`src/rtl/noc_traffic_injector.sv`:
```
// Synthetic wormhole packet source for the local input port of one mesh router.
// Issues fixed-length head/body/tail packets to pseudo-random XY destinations
// at a fixed tick period, handing flits over a valid/ready handshake.
module noc_traffic_injector #(
    parameter int          DATA_W     = 32,
    parameter int          MESH_X     = 5,
    parameter int          MESH_Y     = 5,
    parameter int          MY_X       = 0,
    parameter int          MY_Y       = 0,
    parameter int          PKT_LEN    = 4,
    parameter int          INJ_PERIOD = 16,
    parameter logic [15:0] LFSR_SEED  = 16'hACE1,
    parameter int          MAX_PKTS   = 0
) (
    input  logic              clk,
    input  logic              reset,
    input  logic              en,
    output logic [DATA_W+1:0] flit_out,
    output logic              flit_valid,
    input  logic              flit_ready,
    output logic [15:0]       pkts_sent,
    output logic [15:0]       stall_cycles,
    output logic              done
);

    localparam int              CNT_W      = (INJ_PERIOD > 1) ? $clog2(INJ_PERIOD) : 1;
    localparam logic [CNT_W-1:0] CNT_RELOAD = CNT_W'(INJ_PERIOD - 1);
    localparam logic [15:0]     LFSR_MASK  = 16'hB400;

    typedef enum logic [1:0] {S_IDLE, S_HEAD, S_BODY, S_TAIL} state_t;

    state_t           state_reg, state_next;
    logic [CNT_W-1:0] tick_cnt_reg;
    logic [3:0]       owed_reg;
    logic [15:0]      lfsr_reg;
    logic [3:0]       dst_x_reg, dst_y_reg;
    logic [15:0]      seq_reg, idx_reg;
    logic [15:0]      pkts_sent_reg, stall_reg;
    logic             done_reg;

    logic             tick, accept, launch, last_body, done_hit, tail_accept;
    logic [15:0]      pkts_inc;
    logic [3:0]       dx_wrap, dy_wrap, dx_pick;
    logic [1:0]       flit_type;
    logic [DATA_W-1:0] payload;

    assign tick        = en && (tick_cnt_reg == '0);
    assign flit_valid  = (state_reg != S_IDLE);
    assign accept      = flit_valid && flit_ready;
    assign tail_accept = (state_reg == S_TAIL) && accept;
    assign last_body   = (idx_reg == 16'(PKT_LEN - 2));
    assign pkts_inc    = pkts_sent_reg + 16'd1;
    assign done_hit    = (MAX_PKTS != 0) && (pkts_inc == 16'(MAX_PKTS));
    assign pkts_sent    = pkts_sent_reg;
    assign stall_cycles = stall_reg;
    assign done         = done_reg;

    // Destination from the current LFSR value: fold into the mesh, then skip self.
    always_comb begin
        dx_wrap = {1'b0, lfsr_reg[2:0]};
        dy_wrap = {1'b0, lfsr_reg[6:4]};
        if (dx_wrap >= 4'(MESH_X)) dx_wrap = dx_wrap - 4'(MESH_X);
        if (dy_wrap >= 4'(MESH_Y)) dy_wrap = dy_wrap - 4'(MESH_Y);
        dx_pick = dx_wrap;
        if (dx_wrap == 4'(MY_X) && dy_wrap == 4'(MY_Y))
            dx_pick = (dx_wrap == 4'(MESH_X - 1)) ? 4'd0 : dx_wrap + 4'd1;
    end

    // Next-state logic; launch marks entry into HEAD (consumes one owed tick).
    always_comb begin
        state_next = state_reg;
        launch     = 1'b0;
        case (state_reg)
            S_IDLE: begin
                if ((owed_reg != 4'd0 || tick) && !done_reg) begin
                    state_next = S_HEAD;
                    launch     = 1'b1;
                end
            end
            S_HEAD: begin
                if (accept) state_next = (PKT_LEN > 2) ? S_BODY : S_TAIL;
            end
            S_BODY: begin
                if (accept && last_body) state_next = S_TAIL;
            end
            S_TAIL: begin
                if (accept) begin
                    if (owed_reg != 4'd0 && !done_hit) begin
                        state_next = S_HEAD;
                        launch     = 1'b1;
                    end else begin
                        state_next = S_IDLE;
                    end
                end
            end
            default: state_next = S_IDLE;
        endcase
    end

    // Flit assembly from registered packet fields, so it is stable while stalled.
    always_comb begin
        flit_type = 2'b00;
        payload   = '0;
        case (state_reg)
            S_HEAD: begin
                flit_type     = 2'b01;
                payload[31:0] = {seq_reg, 4'(MY_Y), 4'(MY_X), dst_y_reg, dst_x_reg};
            end
            S_BODY: begin
                flit_type     = 2'b10;
                payload[31:0] = {seq_reg, idx_reg};
            end
            S_TAIL: begin
                flit_type     = 2'b11;
                payload[31:0] = {seq_reg, idx_reg};
            end
            default: ;
        endcase
        flit_out = {flit_type, payload};
    end

    // State register.
    always_ff @(posedge clk) begin
        if (!reset) state_reg <= S_IDLE;
        else        state_reg <= state_next;
    end

    // Injection tick counter and saturating owed-tick count.
    always_ff @(posedge clk) begin
        if (!reset) begin
            tick_cnt_reg <= CNT_RELOAD;
            owed_reg     <= 4'd0;
        end else begin
            if (en) tick_cnt_reg <= (tick_cnt_reg == '0) ? CNT_RELOAD : tick_cnt_reg - 1'b1;
            if (tick && !launch) begin
                if (owed_reg != 4'hF) owed_reg <= owed_reg + 4'd1;
            end else if (launch && !tick) begin
                owed_reg <= owed_reg - 4'd1;
            end
        end
    end

    // Packet fields: latched at head entry, index advanced per accepted flit.
    always_ff @(posedge clk) begin
        if (!reset) begin
            lfsr_reg  <= LFSR_SEED;
            dst_x_reg <= 4'd0;
            dst_y_reg <= 4'd0;
            seq_reg   <= 16'd0;
            idx_reg   <= 16'd0;
        end else begin
            if (state_reg == S_HEAD && accept)
                lfsr_reg <= lfsr_reg[0] ? ((lfsr_reg >> 1) ^ LFSR_MASK) : (lfsr_reg >> 1);
            if (launch) begin
                dst_x_reg <= dx_pick;
                dst_y_reg <= dy_wrap;
                seq_reg   <= (state_reg == S_TAIL) ? pkts_inc : pkts_sent_reg;
                idx_reg   <= 16'd0;
            end else if (accept && state_reg != S_TAIL) begin
                idx_reg <= idx_reg + 16'd1;
            end
        end
    end

    // Statistics: packets completed, stalled cycles, completion flag.
    always_ff @(posedge clk) begin
        if (!reset) begin
            pkts_sent_reg <= 16'd0;
            stall_reg     <= 16'd0;
            done_reg      <= 1'b0;
        end else begin
            if (tail_accept) begin
                pkts_sent_reg <= pkts_inc;
                if (done_hit) done_reg <= 1'b1;
            end
            if (flit_valid && !flit_ready && stall_reg != 16'hFFFF)
                stall_reg <= stall_reg + 16'd1;
        end
    end

endmodule

```
`config.mk`:
```
export PLATFORM = sky130hd
export DESIGN_NAME = noc_traffic_injector
export DESIGN_NICKNAME = d
export VERILOG_FILES = /design/src/rtl/noc_traffic_injector.sv
export SDC_FILE = /design/constraint.sdc
export NUM_CORES = 1
export LEC_CHECK = 0
export BUFFER_PORTS_ARGS = -buffer_cell sky130_fd_sc_hd__buf_2
export CAP_MARGIN = 20
export CELL_PAD_IN_SITES_DETAIL_PLACEMENT = 0
export CELL_PAD_IN_SITES_GLOBAL_PLACEMENT = 1
export CORE_MARGIN = 4
export CORE_UTILIZATION = 35
export CTS_BUF_LIST = sky130_fd_sc_hd__clkbuf_4 sky130_fd_sc_hd__clkbuf_8 sky130_fd_sc_hd__clkbuf_16
export CTS_CLUSTER_SIZE = 12
export DETAILED_ROUTE_END_ITERATION = 12
export PLACE_DENSITY_LB_ADDON = 0.1
export SLEW_MARGIN = 30
export SYNTH_ARGS = -nofsm -noshare
export SYNTH_HDL_FRONTEND = slang
export SYNTH_SLANG_ARGS = --single-unit
```
`constraint.sdc`:
```
create_clock -name clk -period 2.5 [get_ports clk]
set_clock_uncertainty 0.2 [all_clocks]
set_input_delay 0.5 -clock clk [delete_from_list [all_inputs] [get_ports clk]]
set_output_delay 0.5 -clock clk [all_outputs]
set_load 0.01 [all_outputs]
```
==> flow_summary.ini, run 1 <==
[run_status]
status = finished, final reports clean

[global_route]
grt_pass1_wl_mm = 21.70
grt_util_met1_pct = 21.95
grt_max_degree = 42
grt_pass1_vias = 4427
antenna_found_initial = 1
grt-ovfl-total = 0
gr-usage-met3_pct = 3.397
grt_use_met2_pct = 24.45
grt_usage_pct = 15.90
grt.busiest_layer = met2

[placed_design]
gp_congestion = 0.7352
post_dp_cell_area_um2 = 5953
dp_worst_setup_slack_ns = -0.05215
place_hpwl_mm = 9.166
dpl.cell_count = 882
port_buffers = 70

[floorplanning]
dieArea_um2 = 16840
die_y_um = 129.8
io_pins = 72
start_util_pct = 35.71
core_um2 = 14530
num_rows = 44
fp.dieW_um = 129.8

[sta]
post-route-period-util_pct = 98.74
fmax_ghz = 0.4051
setup_viol = 0
rsz0062_at_grt = yes
fin_tns_setup_ns = 0
finalHoldWorstSlack_ns = 0.2597
tightest_slew_ns = 0.4782
hold_viol_final = 0
finalWorstSetupSlack_ns = 0.03145
post-route-min-period_ns = 2.469
slew_headroom_pct = 67.29
drv_slew = 0

[power_and_ir_drop]
p_sw_share_pct = 33.89
clock_power_share_pct = 28.0
intPower_mw = 3.108
p_per_area_nw_per_um2 = 730.1
power_frac_seq_pct = 39.3
ir_drop_v = 0.0003363
p_switching_mw = 1.593
power.total_mw = 4.701
leakage_nw = 2.540
pwr-share-comb_pct = 32.7

[logic_synthesis]
ys_ff_latch = 98
synth_top_family_by_area = simple AND/OR/NAND/NOR gates
synth_warnings = 0
syn_area_um2 = 5190
synth_top_area_share_pct = 37.80
muxShareOfSynthArea_pct = 1.350
syn-instance-count = 623
synth.most_common_cell = dfxtp_1
synth_cell_type_count = 54
synth-xor-area-share_pct = 10.63
synth-simple-area-share_pct = 28.11
synth_nets = 647
synthAdderAreaFrac_pct = 4.966
ys_seq_area_share_pct = 37.80
synth_enable_flop_cells = 0
synthArstFlopShare_pct = 0
synth_compound_area_share_pct = 12.56
syn_area_per_cell_um2 = 8.331
synth_common_cells = 98 x dfxtp_1, 73 x nor2_1, 66 x nand2_1, 37 x a21oi_1, 35 x xnor2_1
synth_area_leaders = dfxtp_1 38%, xnor2_1 5.9%, nor2_1 5.3%
synth-main-ff-cell = dfxtp_1
synth_top_cell_by_area = dfxtp_1

[setup_path]
r2r_end = owed_reg[3]
arrival_ns = 2.55
critPathMaxStageDelay_ns = 0.57
path_cells = or4_4, o21ai_4, a21o_1, nand2_4, ha_4, a21o_1, a21oi_2, nor2_1, mux2i_1, mux2i_1
critPathMaxFanout = 5
critPathKind = register to register
endpoint_kind = register
cpMaxStageDelayCell = or4_4
critPathTopFamily = simple AND/OR/NAND/NOR gates
r2r-start = owed_reg[1]
critPathLaunchType = register
critPathBufInv = 0
worst-r2r-setup-slack_ns = 0.03
cp.required_ns = 2.58
reg2reg_depth = 10

[cells_and_area]
seq_area_um2 = 1972
nets = 742
drive_above_1_share_pct = 25.73
multiInputGateArea_um2 = 3139
final_area_um2 = 6439
area_growth_pct = 24.06
fill_cells = 1466
finish.utilization_pct = 44.30
antenna_cells = 0
fin_cells = 907

[cts]
cts.path.max_buffers = 2
cts.sinks = 98
clkSlewWorstSetupHoldPaths_ns = 0.07
cts-root-buf = clkbuf_16
cts_buffers = 9
h-tree-depth = 3
cts_hold_buf = 0
cts_tree = built
clk_latency_ns = 0.35

[hold_path]
hp-start = lfsr_reg[9]
hold_class = register to register
min_to = lfsr_reg[9]
min_path_cells = 2

[drt]
detail_route.wl_per_cell_um = 14.31
drt_first_pass_iters = 4
vias_per_cell = 5.030
drc = 0
wl_mm = 12.98
ant_nets = 0
vias = 4562
drtIter0Drc = 142

[flow_run]
max_cap_viol_count = 0
-- cell usage in the layout, fill, tap and decap left out, types with 4 or more instances in the layout --
master	n
a211oi_1	11
a21o_1	5
a21oi_1	35
a22oi_1	7
and2_1	26
and3_1	5
and4_1	6
buf_2	70
buf_4	46
clkbuf_16	9
dfxtp_1	92
dfxtp_2	5
ha_1	11
ha_2	4
ha_4	4
inv_1	16
mux2i_1	7
nand2_1	65
nand3_1	22
nand4_1	19
nor2_1	71
nor2_4	12
nor3_1	7
nor4_1	6
o211ai_1	8
o21ai_0	18
or3_1	9
xnor2_1	34
xor2_1	28
-- power by group through the flow --
stage               clock [mW]  sequential (mW)  combinational [mW]
finish                    1.32             1.85                1.54
global placement             0             1.87                1.35
CTS                       1.37             1.84                1.44
floorplan                    0             1.86               0.983
global route              1.43             1.87                1.71
detailed placement           0             1.87                1.38
-- how the worst max path moves through the flow --
stage                               start           end  slack [ns]  depth (start not counted)
after floorplan               owed_reg[3]   owed_reg[3]       -0.05                         12
after global placement        owed_reg[3]   owed_reg[3]       0.008                         10
after detailed placement     state_reg[0]  flit_out[25]       -0.05                          5
after CTS                 tick_cnt_reg[0]   owed_reg[3]        0.01                         12
after global routing      tick_cnt_reg[0]   owed_reg[3]        -0.1                         12
final                         owed_reg[1]   owed_reg[3]        0.03                         10
-- layout make-up --
type                    instances  area share [%]
clock buffers                  11           3.828
multi-input cells             470           48.76
well taps                     184           3.576
flip-flops and latches         98           30.63
inverters                      20           1.205
repair inverters                1          0.1166
clock inverters                 5          0.4664
repair buffers                118           11.43
-- what timing repair did --
action / in CTS / in global routing
pin swaps: 1 / 15
gates resized for setup: 14 / 24
setup endpoints to repair: 32 / 34
gates cloned: 1 / 0
setup buffers: 1 / 7
-- worst min-delay path, cell delays in order (launching register included) --
cell and delay (ns):
dfxtp_1 0.31, nand2_1 0.05, a21oi_1 0.05
-- metal layers --
layer | up-vias | routed length, um
met5 | - | 13
met4 | 2 | 267
met3 | 19 | 626
met2 | 73 | 5713
met1 | 2139 | 6358
li1 | 2329 | -
-- cells by family (layout without fill, tap and decap cells) --
group                    after synthesis  after routing
buffers and inverters                 55            155
AND/OR/NAND/NOR                      274            274
other                                  1              1
XOR/XNOR                              63             63
adder cells (fa/ha/maj)               20             20
AO/OA/AOI/OAI                        105            105
flip-flops                            98             98
multiplexers                           7              7
No activity file was read; power rests on OpenSTA's default activity.
==> inputs of run 2 (changes only) <==
--- a/config.mk
+++ b/config.mk
@@ -10,12 +10,14 @@
 export CELL_PAD_IN_SITES_DETAIL_PLACEMENT = 0
 export CELL_PAD_IN_SITES_GLOBAL_PLACEMENT = 1
 export CORE_MARGIN = 4
-export CORE_UTILIZATION = 35
+export CORE_UTILIZATION = 39
 export CTS_BUF_LIST = sky130_fd_sc_hd__clkbuf_4 sky130_fd_sc_hd__clkbuf_8 sky130_fd_sc_hd__clkbuf_16
 export CTS_CLUSTER_SIZE = 12
 export DETAILED_ROUTE_END_ITERATION = 12
 export PLACE_DENSITY_LB_ADDON = 0.1
+export SETUP_SLACK_MARGIN = 0.2
 export SLEW_MARGIN = 30
 export SYNTH_ARGS = -nofsm -noshare
 export SYNTH_HDL_FRONTEND = slang
 export SYNTH_SLANG_ARGS = --single-unit
+export TNS_END_PERCENT = 5
==> run 2 against run 1 <==
Compared with the run above: utilization rose by 7.4 points; via count barely moved; highest routed layer is now met4; critical endpoint unchanged; total power rose by 5.8%; sequential power barely moved; routed wire length fell by 1.2%; first-iteration DRC count rose by 32%; largest power group unchanged; largest cell class unchanged.
==> flow_summary.ini, run 2 (same netlist as run 1, synthesis figures left out) <==
[drt]
drtIter0Drc = 188
drt_first_pass_iters = 4
ant_nets = 0
wl_mm = 12.83
drc = 0
vias = 4558
vias_per_cell = 5.081
detail_route.wl_per_cell_um = 14.30

[cells_and_area]
seq_area_um2 = 1977
nets = 745
final_common_cell = dfxtp_1
area_growth_pct = 27.75
drive_above_1_share_pct = 28.41
fin_cells = 897
multiInputGateArea_um2 = 3246
antenna_cells = 0
final_cell_mix = 90 x dfxtp_1, 69 x nor2_1, 69 x buf_2
fill_cells = 1249

[setup_path]
startpoint = owed_reg[3]
critPathKind = register to register
critPathLaunchType = register
endpoint_kind = register
cp.required_ns = 2.58
path_cells = or4_4, o21ai_2, a21o_1, nand2_4, ha_4, a21o_1, a21oi_2, nor2_1, mux2i_1, mux2i_1
critPathBufInv = 0
critPathMaxStageDelay_ns = 0.55
critPathTopFamily = simple AND/OR/NAND/NOR gates
cpMaxStageDelayCell = or4_4
arrival_ns = 2.56
r2r-start = owed_reg[3]
critPathMaxFanout = 3

[flow_run]
max_cap_viol_count = 0

[run_status]
status = finished, final reports clean

[global_route]
grt_max_degree = 47
grt_pass1_wl_mm = 21.21
grt-ovfl-total = 0
antenna_found_initial = 0
grt_usage_pct = 17.37
grt_pass1_vias = 4457

[floorplanning]
dieArea_um2 = 15220
start_util_pct = 40.47
io_pins = 72
core_um2 = 12820
die_y_um = 123.4
fp.dieW_um = 123.4
num_rows = 41

[cts]
cts.sinks = 98
cts_hold_buf = 0
cts_buffers = 9
clk_latency_ns = 0.35
cts-root-buf = clkbuf_16
cts_tree = built
clkSlewWorstSetupHoldPaths_ns = 0.06
h-tree-depth = 3
cts.path.max_buffers = 2

[power_and_ir_drop]
p_per_area_nw_per_um2 = 750.4
ir_drop_v = 0.0003909
leakage_nw = 2.611
power.total_mw = 4.976

[sta]
post-route-min-period_ns = 2.479
drv_slew = 0
hold_viol_final = 0
tightest_slew_ns = 0.5684
post-route-period-util_pct = 99.18
fin_tns_setup_ns = 0
setup_viol = 0
rsz0062_at_grt = yes
slew_headroom_pct = 62.01
fmax_ghz = 0.4033

[hold_path]
hold_class = register to register
hp-start = lfsr_reg[10]

[placed_design]
place_hpwl_mm = 8.985
dpl.cell_count = 871
gp_congestion = 0.8154
port_buffers = 70
==> run 2: cell types whose count changed in the layout (fill, tap and decap cells not counted), sizes merged <==
cell / delta
bufinv: +2
inv: -1
clkinvlp: -1
clkinv: -3
clkbuf: +2
buf: +3
==> run 2: what timing repair did <==
item,4_1_cts,5_1_grt
endpoints found under the setup margin,42,65
setup buffers,4,6
pin swaps,26,15
gates resized for setup,38,30
cloned,1,0
==> run 2: per-stage QoR <==
step / util, % / hold WS [ns] / instance area (um2) / setup slack, ns
after floorplan: - / 0.2321 / 5224 / -0.05392
after global placement: 46.36 / 0.2457 / 5946 / 0.03639
after detailed placement: 46.36 / 0.2506 / 5946 / -0.03392
after CTS: 50.14 / 0.2588 / 6430 / -0.0008635
after global routing: 51.70 / 0.2883 / 6630 / -0.1170
final: 51.70 / 0.2546 / 6630 / 0.02054
==> run 2: area by class of cell <==
cell class              count  area share, %
multi-input cells         470          48.95
flip-flops and latches     98          29.82
repair buffers            121          11.70
clock buffers              13          4.039
well taps                 172          3.246
inverters                  20          1.227
clock inverters             2         0.9058
repair inverters            1         0.1132
==> run 2: worst register-to-register path: stages (launching register included) <==
cell and delay [ns]:
dfxtp_1 0.32, or4_4 0.55, o21ai_2 0.15, a21o_1 0.18, nand2_4 0.08, ha_4 0.21, a21o_1 0.16, a21oi_2 0.14
nor2_1 0.06, mux2i_1 0.17, mux2i_1 0.20
==> run 2: final timing paths <==
path	to	slack, ns	cells after the start
setup / recovery	owed_reg[3]	0.02	10
hold / removal	lfsr_reg[9]	0.25	2
setup reg to reg	owed_reg[3]	0.02	10
hold reg to reg	lfsr_reg[9]	0.25	2
==> run 2: layer usage <==
metal  global-route usage [%]  vias up  wire (um)
met5                        0        -          0
met4                    4.637        0        128
li1                         -     2341          -
met1                    22.22     2124       6211
met3                    6.084       13        600
met2                    27.90       80       5886
==> run 2: report_power, final <==
| part | internal [mW] | total [mW] | leakage (nW) | switching, mW |
|---|---|---|---|---|
| Combinational | 0.691 | 1.59 | 1.65 | 0.900 |
| Clock | 0.949 | 1.54 | 0.163 | 0.587 |
| Sequential | 1.73 | 1.85 | 0.796 | 0.117 |
